===== src/rtl/instr_loader_pkg.sv =====
// Shared types and constants for the UART-driven instruction loader.
// The checksum option is selected with the INSTR_LOADER_CHECKSUM_EN macro.
package instr_loader_pkg;

    typedef enum logic [1:0] {
        S_IDLE   = 2'd0,
        S_RECV   = 2'd1,
        S_WRITE  = 2'd2,
        S_FINISH = 2'd3
    } state_t;

    localparam int BYTES_PER_WORD = 4;
    localparam int BCNT_W         = $clog2(BYTES_PER_WORD);

    // Timeout counter width for a given cycle limit: $clog2(TIMEOUT_CYCLES+1).
    function automatic int timer_width(input int cycles);
        return $clog2(cycles + 1);
    endfunction

endpackage


===== src/rtl/instr_loader_timer.sv =====
// Clearable idle-cycle counter; saturates at the limit and reports expiry.
module loader_timer
    import instr_loader_pkg::*;
#(
    parameter int CYCLES = 100000,
    parameter int W      = timer_width(CYCLES)
) (
    input  logic clk,
    input  logic reset,
    input  logic i_clear,
    input  logic i_enable,
    output logic o_expired
);

    localparam logic [W-1:0] LIMIT = W'(CYCLES - 1);

    logic [W-1:0] r_cnt;

    always_ff @(posedge clk or posedge reset) begin
        if (reset) begin
            r_cnt <= '0;
        end else if (i_clear) begin
            r_cnt <= '0;
        end else if (i_enable && (r_cnt != LIMIT)) begin
            r_cnt <= r_cnt + 1'b1;
        end
    end

    // One cycle short of the limit, so the FSM acts on the edge that reaches it.
    assign o_expired = (r_cnt == LIMIT);

endmodule


===== src/rtl/instr_loader.sv =====
// Assembles big-endian words from UART bytes and writes them to instruction RAM,
// holding the CPU while loading. Define INSTR_LOADER_CHECKSUM_EN for an XOR trailer byte.
module instr_loader
    import instr_loader_pkg::*;
#(
    parameter int ROM_SIZE_BIT   = 6,
    parameter int TIMEOUT_CYCLES = 100000
) (
    input  logic                  clk,
    input  logic                  reset,
    input  logic [7:0]            rx_data,
    input  logic                  rx_valid,
    input  logic                  start,
    input  logic [ROM_SIZE_BIT:0] word_count,
    output logic                  mem_we,
    output logic [31:0]           mem_addr,
    output logic [31:0]           mem_wdata,
    output logic                  cpu_hold,
    output logic                  busy,
    output logic                  done,
    output logic                  err,
    output logic [1:0]            dbg_state
);

    localparam int IW = ROM_SIZE_BIT + 1;
    localparam logic [IW-1:0]     FULL_DEPTH = {1'b1, {ROM_SIZE_BIT{1'b0}}};
    localparam logic [BCNT_W-1:0] LAST_BYTE  = BCNT_W'(BYTES_PER_WORD - 1);

    state_t            r_state;
    logic [IW-1:0]     r_idx;
    logic [IW-1:0]     r_words;
    logic [BCNT_W-1:0] r_bcnt;
    logic [31:0]       r_asm;
    logic              r_we, r_hold, r_busy, r_done, r_err;
    logic [31:0]       r_addr, r_wdata;
`ifdef INSTR_LOADER_CHECKSUM_EN
    logic [7:0]        r_csum;
`endif

    logic        w_start, w_byte, w_last, w_expired;
    logic [31:0] w_asm_next, w_addr;

    assign w_start    = start && (r_state == S_IDLE || r_state == S_FINISH);
    assign w_byte     = rx_valid && (r_state == S_RECV || r_state == S_WRITE);
    assign w_last     = (r_idx + IW'(1)) == r_words;
    assign w_asm_next = {r_asm[23:0], rx_data};
    assign w_addr     = {{(32 - IW - 2){1'b0}}, r_idx, 2'b00};

    loader_timer #(.CYCLES(TIMEOUT_CYCLES)) u_timer (
        .clk      (clk),
        .reset    (reset),
        .i_clear  (w_start || w_byte),
        .i_enable (r_state == S_RECV),
        .o_expired(w_expired)
    );

    always_ff @(posedge clk or posedge reset) begin
        if (reset) begin
            r_state <= S_IDLE;
            r_idx   <= '0;
            r_words <= '0;
            r_bcnt  <= '0;
            r_asm   <= '0;
            r_we    <= 1'b0;
            r_addr  <= '0;
            r_wdata <= '0;
            r_hold  <= 1'b0;
            r_busy  <= 1'b0;
            r_done  <= 1'b0;
            r_err   <= 1'b0;
`ifdef INSTR_LOADER_CHECKSUM_EN
            r_csum  <= '0;
`endif
        end else begin
            r_we <= 1'b0;
            if (w_start) begin
                r_words <= (word_count == '0) ? FULL_DEPTH : word_count;
                r_idx   <= '0;
                r_bcnt  <= '0;
                r_done  <= 1'b0;
                r_err   <= 1'b0;
                r_busy  <= 1'b1;
                r_hold  <= 1'b1;
                r_state <= S_RECV;
`ifdef INSTR_LOADER_CHECKSUM_EN
                r_csum  <= '0;
`endif
            end else begin
                case (r_state)
                    S_RECV: begin
                        if (rx_valid) begin
`ifdef INSTR_LOADER_CHECKSUM_EN
                            // All words written: this byte is the XOR trailer.
                            if (r_idx == r_words) begin
                                r_done  <= (r_csum == rx_data);
                                r_err   <= (r_csum != rx_data);
                                r_hold  <= (r_csum != rx_data);
                                r_busy  <= 1'b0;
                                r_state <= S_FINISH;
                            end else begin
                                r_csum <= r_csum ^ rx_data;
`endif
                                r_asm  <= w_asm_next;
                                r_bcnt <= r_bcnt + 1'b1;
                                if (r_bcnt == LAST_BYTE) begin
                                    r_we    <= 1'b1;
                                    r_addr  <= w_addr;
                                    r_wdata <= w_asm_next;
                                    r_state <= S_WRITE;
                                end
`ifdef INSTR_LOADER_CHECKSUM_EN
                            end
`endif
                        end else if (w_expired) begin
                            r_err   <= 1'b1;
                            r_hold  <= 1'b1;
                            r_busy  <= 1'b0;
                            r_state <= S_FINISH;
                        end
                    end
                    S_WRITE: begin
                        r_idx  <= r_idx + IW'(1);
                        r_bcnt <= '0;
                        if (w_last) begin
`ifdef INSTR_LOADER_CHECKSUM_EN
                            if (rx_valid) begin
                                r_done  <= (r_csum == rx_data);
                                r_err   <= (r_csum != rx_data);
                                r_hold  <= (r_csum != rx_data);
                                r_busy  <= 1'b0;
                                r_state <= S_FINISH;
                            end else begin
                                r_state <= S_RECV;
                            end
`else
                            r_done  <= 1'b1;
                            r_busy  <= 1'b0;
                            r_hold  <= 1'b0;
                            r_state <= S_FINISH;
`endif
                        end else begin
                            // A strobe here is byte 0 of the next word.
                            if (rx_valid) begin
                                r_asm  <= w_asm_next;
                                r_bcnt <= BCNT_W'(1);
`ifdef INSTR_LOADER_CHECKSUM_EN
                                r_csum <= r_csum ^ rx_data;
`endif
                            end
                            r_state <= S_RECV;
                        end
                    end
                    default: ;
                endcase
            end
        end
    end

    assign mem_we    = r_we;
    assign mem_addr  = r_addr;
    assign mem_wdata = r_wdata;
    assign cpu_hold  = r_hold;
    assign busy      = r_busy;
    assign done      = r_done;
    assign err       = r_err;
    assign dbg_state = r_state;

endmodule


===== config.mk =====
export PLATFORM = sky130hd
export DESIGN_NAME = instr_loader
export DESIGN_NICKNAME = d
export VERILOG_FILES = /design/src/rtl/instr_loader_pkg.sv /design/src/rtl/instr_loader_timer.sv /design/src/rtl/instr_loader.sv
export SDC_FILE = /design/constraint.sdc
export NUM_CORES = 1
export LEC_CHECK = 0
export CORE_MARGIN = 1
export CORE_UTILIZATION = 28
export DETAILED_ROUTE_END_ITERATION = 6
export MAX_ROUTING_LAYER = met4
export PLACE_DENSITY_LB_ADDON = 0.25
export SETUP_SLACK_MARGIN = 0.4
export SLEW_MARGIN = 20
export SYNTH_ARGS = -nofsm -noshare
export SYNTH_HDL_FRONTEND = slang
export SYNTH_SLANG_ARGS = --single-unit

===== constraint.sdc =====
create_clock -name clk -period 5.1 [get_ports clk]
set_clock_uncertainty 0.2 [all_clocks]
set_input_delay 1.02 -clock clk [delete_from_list [all_inputs] [get_ports clk]]
set_output_delay 1.02 -clock clk [all_outputs]
set_load 0.02 [all_outputs]

### Yosys cells after proc, flatten, opt, wreduce, memory -nomap -nowiden

Index checks and enable logic that the tools add are counted.

| word-level totals | value |
|---|---|
| register bits | 111 |
| output and inout port bits | 71 |
| logic and storage cells | 91 |

| operators by class | value |
|---|---|
| add/subtract/negate cells | 3 |
| eq/ne operators | 15 |
| mux-type cells | 37 |
| bitwise logic cells | 1 |
| reductions and logical operators | 22 |

Operators with widths:

| cell | number |
|---|---|
| $mux 32 | 2 |
| $pmux 32 s2 | 1 |
| $mux 17 | 2 |
| $mux 7 | 3 |
| $mux 1 | 18 |
| $add 17x1->17 const B | 1 |
| $eq 17x17->1 const B | 1 |
| $ne 17x17->1 const B | 1 |
| $mux 2 | 7 |
| $ne 3x3->1 const B | 4 |
| $reduce_bool 2->1 | 6 |
| $reduce_and 3->1 | 3 |
| $ne 4x4->1 const B | 2 |
| $pmux 2 s2 | 2 |
| $reduce_and 4->1 | 2 |
| $add 7x1->7 const B | 1 |
| $eq 7x7->1 | 1 |
| $logic_not 7->1 | 1 |
| $eq 2x2->1 const B | 3 |
| $pmux 1 s2 | 2 |
| $reduce_and 2->1 | 2 |
| $logic_and 1x1->1 | 3 |
| $logic_or 1x1->1 | 3 |
| $reduce_bool 3->1 | 1 |
| other kinds (6) | 6 |

### Longest topological paths before layout

Gate-level depths: netlist of the first run.

| depth | value |
|---|---|
| depth after elaboration | 5 |
| mapped depth | 9 |
| gate-level depth less buffers | 8 |

### Cells and area by module

Synthesis of the first run repeated with hierarchy kept, for this count alone.

| second synthesis, totals | value |
|---|---|
| cell total of the unflattened synthesis | 399 |
| area total of the unflattened synthesis | 4,838.4 um^2 |

By module, submodules not included:

| module | times used | cells each | area each (um^2) |
|---|---|---|---|
| instr_loader | 1 | 308 | 3,938.8 |
| loader_timer | 1 | 91 | 899.6 |

### Least setup slack after synthesis of the first run

No wires, ideal clock.

| timing path | value |
|---|---|
| kind | register to register |
| start point | reg r_idx[0] |
| end point | reg r_asm[0] |
| library setup time | 0.125 ns |
| arrival | 2.363 ns |
| required time | 4.775 ns |
| slack | 2.412 ns |
| cell stages (with the launch flop) | 10 |
| clock period less this slack | 2.688 ns |
| cells stage by stage | dfrtp_1 -> ha_1 -> nand3_1 -> or3_4 -> a2111oi_4 -> o31a_2 -> a21o_1 -> buf_6 -> buf_12 -> mux2_4 |

| between the ends | value |
|---|---|
| longest elaborated chain between the ends | 4 |

RTL lines:

| element | line | RTL |
|---|---|---|
| start: declaration | instr_loader.sv:30 | `logic [IW-1:0] r_idx;` |
| start signal: assignment | instr_loader.sv:122 | `r_idx <= r_idx + IW'(1);` |
| $add 7x1->7 | instr_loader.sv:45 | `assign w_last = (r_idx + IW'(1)) == r_words;` |
| $eq 7x7->1 | instr_loader.sv:45 |  |
| $ne 2x2->1 (no source line) | n/a |  |
| $reduce_and 3->1 (no source line) | n/a |  |
| end signal: assignment | instr_loader.sv:103 | `r_asm <= w_asm_next;` |
| end signal: assignment | instr_loader.sv:144 | `r_asm <= w_asm_next;` |
| end: declaration | instr_loader.sv:33 | `logic [31:0] r_asm;` |

No other way between the ends.
A chain may end at the register's enable or synchronous reset.

### Final worst setup path of the first run

| timing path | value |
|---|---|
| start point | in start |
| end point | reg r_wdata[13] (netlist: mem_wdata[13]) |

| between the ends | value |
|---|---|
| longest elaborated chain between the ends | 3 |

RTL lines:

| element | line | RTL |
|---|---|---|
| start: declaration | instr_loader.sv:13 | `input logic start,` |
| $logic_and 1x1->1 | instr_loader.sv:43 | `assign w_start = start && (r_state == S_IDLE \|\| r_state == S_FINISH);` |
| $not 1->1 (no source line) | n/a |  |
| $reduce_and 4->1 (no source line) | n/a |  |
| end signal: assignment | instr_loader.sv:108 | `r_wdata <= w_asm_next;` |
| end: declaration | instr_loader.sv:35 | `logic [31:0] r_addr, r_wdata;` |

No other way between the ends.

==> results.yml, run 1 <==
clock_network:
  cts_tree: "done"
  htreeDepth: 3
  cts_resized: 0
  clockRootBuffer: "clkbuf_16"
  holdBufCountCts: 0
  max-clock-path-buffers: 2
  cts_buffers: 9
  post-cts-setup-buffers: 0
  clkTransAtPathRegs_ns: 0.07
  clock_latency_ns: 0.35
  clkSinkCount: 103
worst_setup_path:
  arrival_ns: 3.20
  end_kind: "register"
  critPathTopFamily: "simple AND/OR/NAND/NOR gates"
  crit_path_max_incr_delay_ns: 0.74
  r2r-start: "r_idx[0]"
  required_ns: 5.13
  path_buf_inv: 2
  start_kind: "primary input"
  startpoint: "start"
  path_cells: "clkdlybuf4s50_1 > and2_1 > nor2_4 > buf_4 > mux2_2"
  criticalPathCategory: "in2reg"
  crit_path_max_fanout: 26
  crit_slowest_cell: "nor2_4"
pwr:
  p_leak_nw: 2.686
  power.density_mw_per_mm2: 526.1
  peakVddDrop_uv: 259.5
synth:
  ys_types: 42
  yosys_warnings: 0
  syn_inst: 398
  syn-cell-area_mm2: 0.004783
  synth-seq-cells: 103
  syn_area_per_cell_um2: 12.02
  ys_seq_area_frac: 0.5388
  ys_async_sr_fraction: 1.000
  ys.flop_type: "dfrtp_1"
  synth_edf_count: 0
floorplan:
  fp.dieW_um: 132.7
  rows: 47
  start_util: 0.2874
  core_area_mm2: 0.01664
  die-area_mm2: 0.01761
  die_h_um: 132.7
  ios: 90
run_status:
  status: "complete, no violations"
sta:
  setup_ws_ns: 1.933
  fin_setup_tns_ns: 0
  whs_ns: 0.2991
  setup_viol: 0
  hold_viol: 0
  drv_slew: 0
  period_needed_ns: 3.167
  fmax_mhz: 315.8
  rsz0062_at_grt: "false"
  worst_pin_slew_ns: 0.8147
  fin_crit_sh: 0.6209
  relSlewSlack: 0.4556
placement:
  hpwl_um: 6235
  place_congestion: 0.7340
  pre_cts_slack_ns: 1.507
  port_buffers: 64
route:
  wire_per_inst_um: 13.01
  vias_per_cell: 4.306
  totalWireLength_um: 8922
  vias: 2954
  drcViolationCount: 0
  drt-initial-drc-count: 74
  drt_pass1_iterations: 4
  ant_nets: 0
grt:
  grt_first_pass_wirelength_um: 14690
  grt_usage: 0.1095
  grt_pass1_vias: 2914
  gr-total-overflow: 0
  antenna_found_initial: 0
  grt_max_degree: 56
run:
  drv_cap: 0
final_layout:
  multi_input_area_mm2: 0.001981
  seq_area_mm2: 0.002577
  fin_nets: 486
  fillers: 1627
  diodes: 0
  layout-drive-gt1-share: 0.2039
  area_growth_syn_to_layout_pct: 22.00
worst_hold_path:
  min_path_type: "reg2reg"
  min_from: "r_words[2]"
cells by family (layout without fill, tap and decap cells):
group,Yosys count,after routing,synth area share
simple gates,113,113,0.1133
flops,103,103,0.5388
other cells,1,25,0.0007840
compound gates,33,33,0.04421
mux,66,66,0.1703
fa+ha+maj,6,6,0.01569
xor+xnor,27,27,0.04944
buf+inv,49,93,0.06749
state kept, by name, summed over array words and instances (netlist names):
name	flops
u_timer.r_cnt	17
mem_addr	7
r_asm	24
err	1
dbg_state	2
done	1
r_words	7
busy	1
mem_we	1
mem_wdata	32
r_idx	7
cpu_hold	1
r_bcnt	2
placed cells by master, fill, tap and decap left out, types with 3 or more instances in the layout:
| cell | instances |
|---|---|
| inv_1 | 7 |
| conb_1 | 25 |
| and3_1 | 5 |
| clkbuf_16 | 9 |
| buf_4 | 5 |
| ha_1 | 6 |
| nand2_1 | 33 |
| nor3_1 | 4 |
| o21ai_0 | 10 |
| clkdlybuf4s50_1 | 64 |
| mux2i_1 | 3 |
| or3_1 | 3 |
| a21oi_1 | 13 |
| xnor2_1 | 13 |
| mux2_4 | 20 |
| nand4_1 | 5 |
| nand3_1 | 11 |
| mux2_2 | 43 |
| dfrtp_1 | 103 |
| nor2_1 | 38 |
| xor2_1 | 14 |
Yosys cell counts (all sizes together) (8+ instances only):
| master | number | share of area |
|---|---|---|
| dfrtp | 103 | 0.54 |
| inv | 8 | 0.0063 |
| clkbuf | 8 | 0.0063 |
| xor2 | 14 | 0.026 |
| nand2 | 34 | 0.027 |
| mux2 | 63 | 0.16 |
| buf | 33 | 0.055 |
| xnor2 | 13 | 0.024 |
| nand3 | 11 | 0.012 |
| o21ai | 10 | 0.010 |
| nor2 | 39 | 0.031 |
| a21oi | 13 | 0.014 |
through the flow:
step | cells | util | power [mW] | cell area (µm²)
after CTS | 686 | 0.3507 | 3.119 | 5836
final | 686 | 0.3507 | 3.070 | 5836
after global placement | 670 | 0.3331 | 2.404 | 5544
after floorplan | 422 | - | 2.067 | 4873
after detailed placement | 670 | 0.3331 | 2.428 | 5544
after global routing | 686 | 0.3507 | 3.256 | 5836
final cells by class:
cell class,count,share of cell area
repair buffers,69,0.1162
clock inverters,5,0.006647
inverters,8,0.005575
multi-input cells,270,0.3394
well taps,220,0.04717
flip-flops and latches,103,0.4417
clock buffers,11,0.04331
final timing paths:
path | to | slack, ns | depth (start not counted)
setup / recovery | mem_wdata[13] | 1.93 | 5
hold / removal | r_words[2] | 0.30 | 2
setup reg to reg | r_asm[21] | 1.96 | 8
hold reg to reg | r_words[2] | 0.30 | 2
max in group asynchronous | mem_we | 2.96 | 3
min in group asynchronous | mem_wdata[23] | 0.95 | 2
tightest hold or removal path: stages, from the launching register on:
cell     delay (ns)
dfrtp_1        0.36
nand2_1        0.06
nand2_1        0.06
power breakdown:
part	leakage, nW	internal, mW	total [mW]	switching (mW)
combinational	1.19	0.596	1.14	0.542
clock	0.148	0.363	0.672	0.309
sequential	1.34	1.08	1.26	0.177
total	2.69	2.04	3.07	1.03
layer usage:
metal	wire (µm)	up-vias	track usage	part of all wire
li1	-	1430	-	-
met2	4176	67	0.1708	0.47
met1	4223	1447	0.1340	0.47
met4	102	0	0.03065	0.011
met5	0	-	-	0
met3	421	10	0.03793	0.047
No activity file was read; power rests on OpenSTA's default activity.
==> run 2, diff against run 1 <==
==> constraint.sdc (replaced) <==
create_clock -name clk -period 2.58 [get_ports clk]
set_clock_uncertainty 0.2 [all_clocks]
set_input_delay 0.516 -clock clk [delete_from_list [all_inputs] [get_ports clk]]
set_output_delay 0.516 -clock clk [all_outputs]
set_load 0.02 [all_outputs]
==> results.yml, run 2 (same netlist as run 1, synthesis figures left out) <==
run_status:
  status: "complete, no violations"
clock_network:
  clkTransAtPathRegs_ns: 0.07
  max-clock-path-buffers: 2
  holdBufCountCts: 0
  cts_tree: "done"
  htreeDepth: 3
  clock_latency_ns: 0.35
  cts_buffers: 9
  clockRootBuffer: "clkbuf_16"
  clkSinkCount: 103
placement:
  port_buffers: 64
  placed_cells: 683
  place_congestion: 0.7961
  pre_cts_slack_ns: -0.06145
  hpwl_um: 6594
worst_setup_path:
  crit_path_max_incr_delay_ns: 0.40
  criticalPathCategory: "reg2reg"
  path_buf_inv: 1
  critPathTopFamily: "compound AO/OA/AOI/OAI gates"
  crit_slowest_cell: "dfrtp_1"
  required_ns: 2.62
  crit_path_max_fanout: 12
  path_cells: "ha_4 > nand3_2 > or3_4 > a2111oi_4 > o31a_2 > a21o_4 > buf_12 > mux2_2"
  end_kind: "register"
  start_kind: "register"
  arrival_ns: 2.61
route:
  totalWireLength_um: 9477
  vias_per_cell: 4.314
  drt-initial-drc-count: 111
  drt_pass1_iterations: 5
  vias: 3076
  wire_per_inst_um: 13.29
  ant_nets: 0
  drcViolationCount: 0
grt:
  antenna_found_initial: 0
  grt_usage: 0.1224
  grt_pass1_vias: 3153
  grt_first_pass_wirelength_um: 16350
  gr-total-overflow: 0
  grt_max_degree: 47
sta:
  fin_setup_tns_ns: 0
  fin_crit_sh: 0.9975
  worst_pin_slew_ns: 0.5484
  drv_slew: 0
  fmax_mhz: 388.6
  whs_ns: 0.2999
  setup_ws_ns: 0.006476
  rsz0062_at_grt: "true"
  setup_viol: 0
  hold_viol: 0
  period_needed_ns: 2.574
  relSlewSlack: 0.6310
floorplan:
  core_area_mm2: 0.01664
  start_util: 0.2874
  die_h_um: 132.7
  ios: 90
  die-area_mm2: 0.01761
  fp.dieW_um: 132.7
  rows: 47
pwr:
  p_leak_nw: 2.852
  peakVddDrop_uv: 596.5
  power.density_mw_per_mm2: 1052
final_layout:
  fin_util: 0.3770
  stdcell_count: 713
  diodes: 0
  final_common_cell: "dfrtp_1"
  largest_reg_flops: 32
  fin_nets: 513
  fillers: 1614
  layout-drive-gt1-share: 0.2880
  final_cell_mix: "100 x dfrtp_1, 64 x clkdlybuf4s50_1, 43 x mux2_2"
  area_growth_syn_to_layout_pct: 31.18
worst_hold_path:
  min_path_type: "reg2reg"
run:
  drv_cap: 0
## run 2: timing repair
item,in CTS,in global routing
endpoints found under the setup margin,36,39
resized for setup,14,10
pin swaps,6,5
setup buffers,7,6
endpoints found under the hold margin,0,0
gates cloned,1,0
## run 2: power breakdown
part,internal [mW],switching [mW]
sequential,2.15,0.362
combinational,1.42,1.18
clock,0.864,0.623
total,4.43,2.17
## run 2: worst paths after layout
kind / from / endpoint / slack [ns] / depth (start not counted)
setup / recovery: r_idx[1] / r_asm[20] / 0.006 / 8
hold reg to reg: r_words[0] / r_words[0] / 0.30 / 2
max in group asynchronous: reset / r_idx[0] / 1.27 / 3
setup reg to reg: r_idx[1] / r_asm[20] / 0.006 / 8
min in group asynchronous: reset / r_asm[20] / 0.32 / 2
hold / removal: r_words[0] / r_words[0] / 0.30 / 2
## run 2: per-layer routing
metal,vias up,wire length (µm),GRT usage
met4,0,156,0.04662
met1,1497,4679,0.1620
met2,75,4268,0.1787
li1,1493,-,-
met3,11,373,0.03180
met5,-,0,-
## run 2: cell type report
type	count	area, µm²	area share
Sequential cell	103	2581	0.4114
Multi-Input combinational cell	270	2095	0.3338
Timing Repair Buffer	96	958.4	0.1527
Tap cell	220	275.3	0.04387
Clock buffer	9	225.2	0.03589
Clock inverter	7	102.6	0.01635
Inverter	8	37.54	0.005982
## run 2: worst reg2reg max path: stages, from the launching register on
cell	delay [ns]
dfrtp_1	0.40
ha_4	0.17
nand3_2	0.08
or3_4	0.40
a2111oi_4	0.32
o31a_2	0.23
a21o_4	0.16
buf_12	0.16
mux2_2	0.35
## run 2: per-stage QoR
| step | instance area [µm²] | power (mW) |
|---|---|---|
| after CTS | 6190 | 6.553 |
| after global routing | 6275 | 7.017 |
| after detailed placement | 5731 | 4.926 |
| after floorplan | 4927 | 4.108 |
| final | 6275 | 6.599 |
| after global placement | 5731 | 4.864 |
==> run 3, diff against run 2 <==
--- a/config.mk
+++ b/config.mk
@@ -8,6 +8,7 @@
 export CORE_MARGIN = 1
 export CORE_UTILIZATION = 28
 export DETAILED_ROUTE_END_ITERATION = 6
+export HOLD_SLACK_MARGIN = 0.1
 export MAX_ROUTING_LAYER = met4
 export PLACE_DENSITY_LB_ADDON = 0.25
 export SETUP_SLACK_MARGIN = 0.4
==> results of run 3 <==
The final DEF is identical to that of run 2; final timing and power are the same.
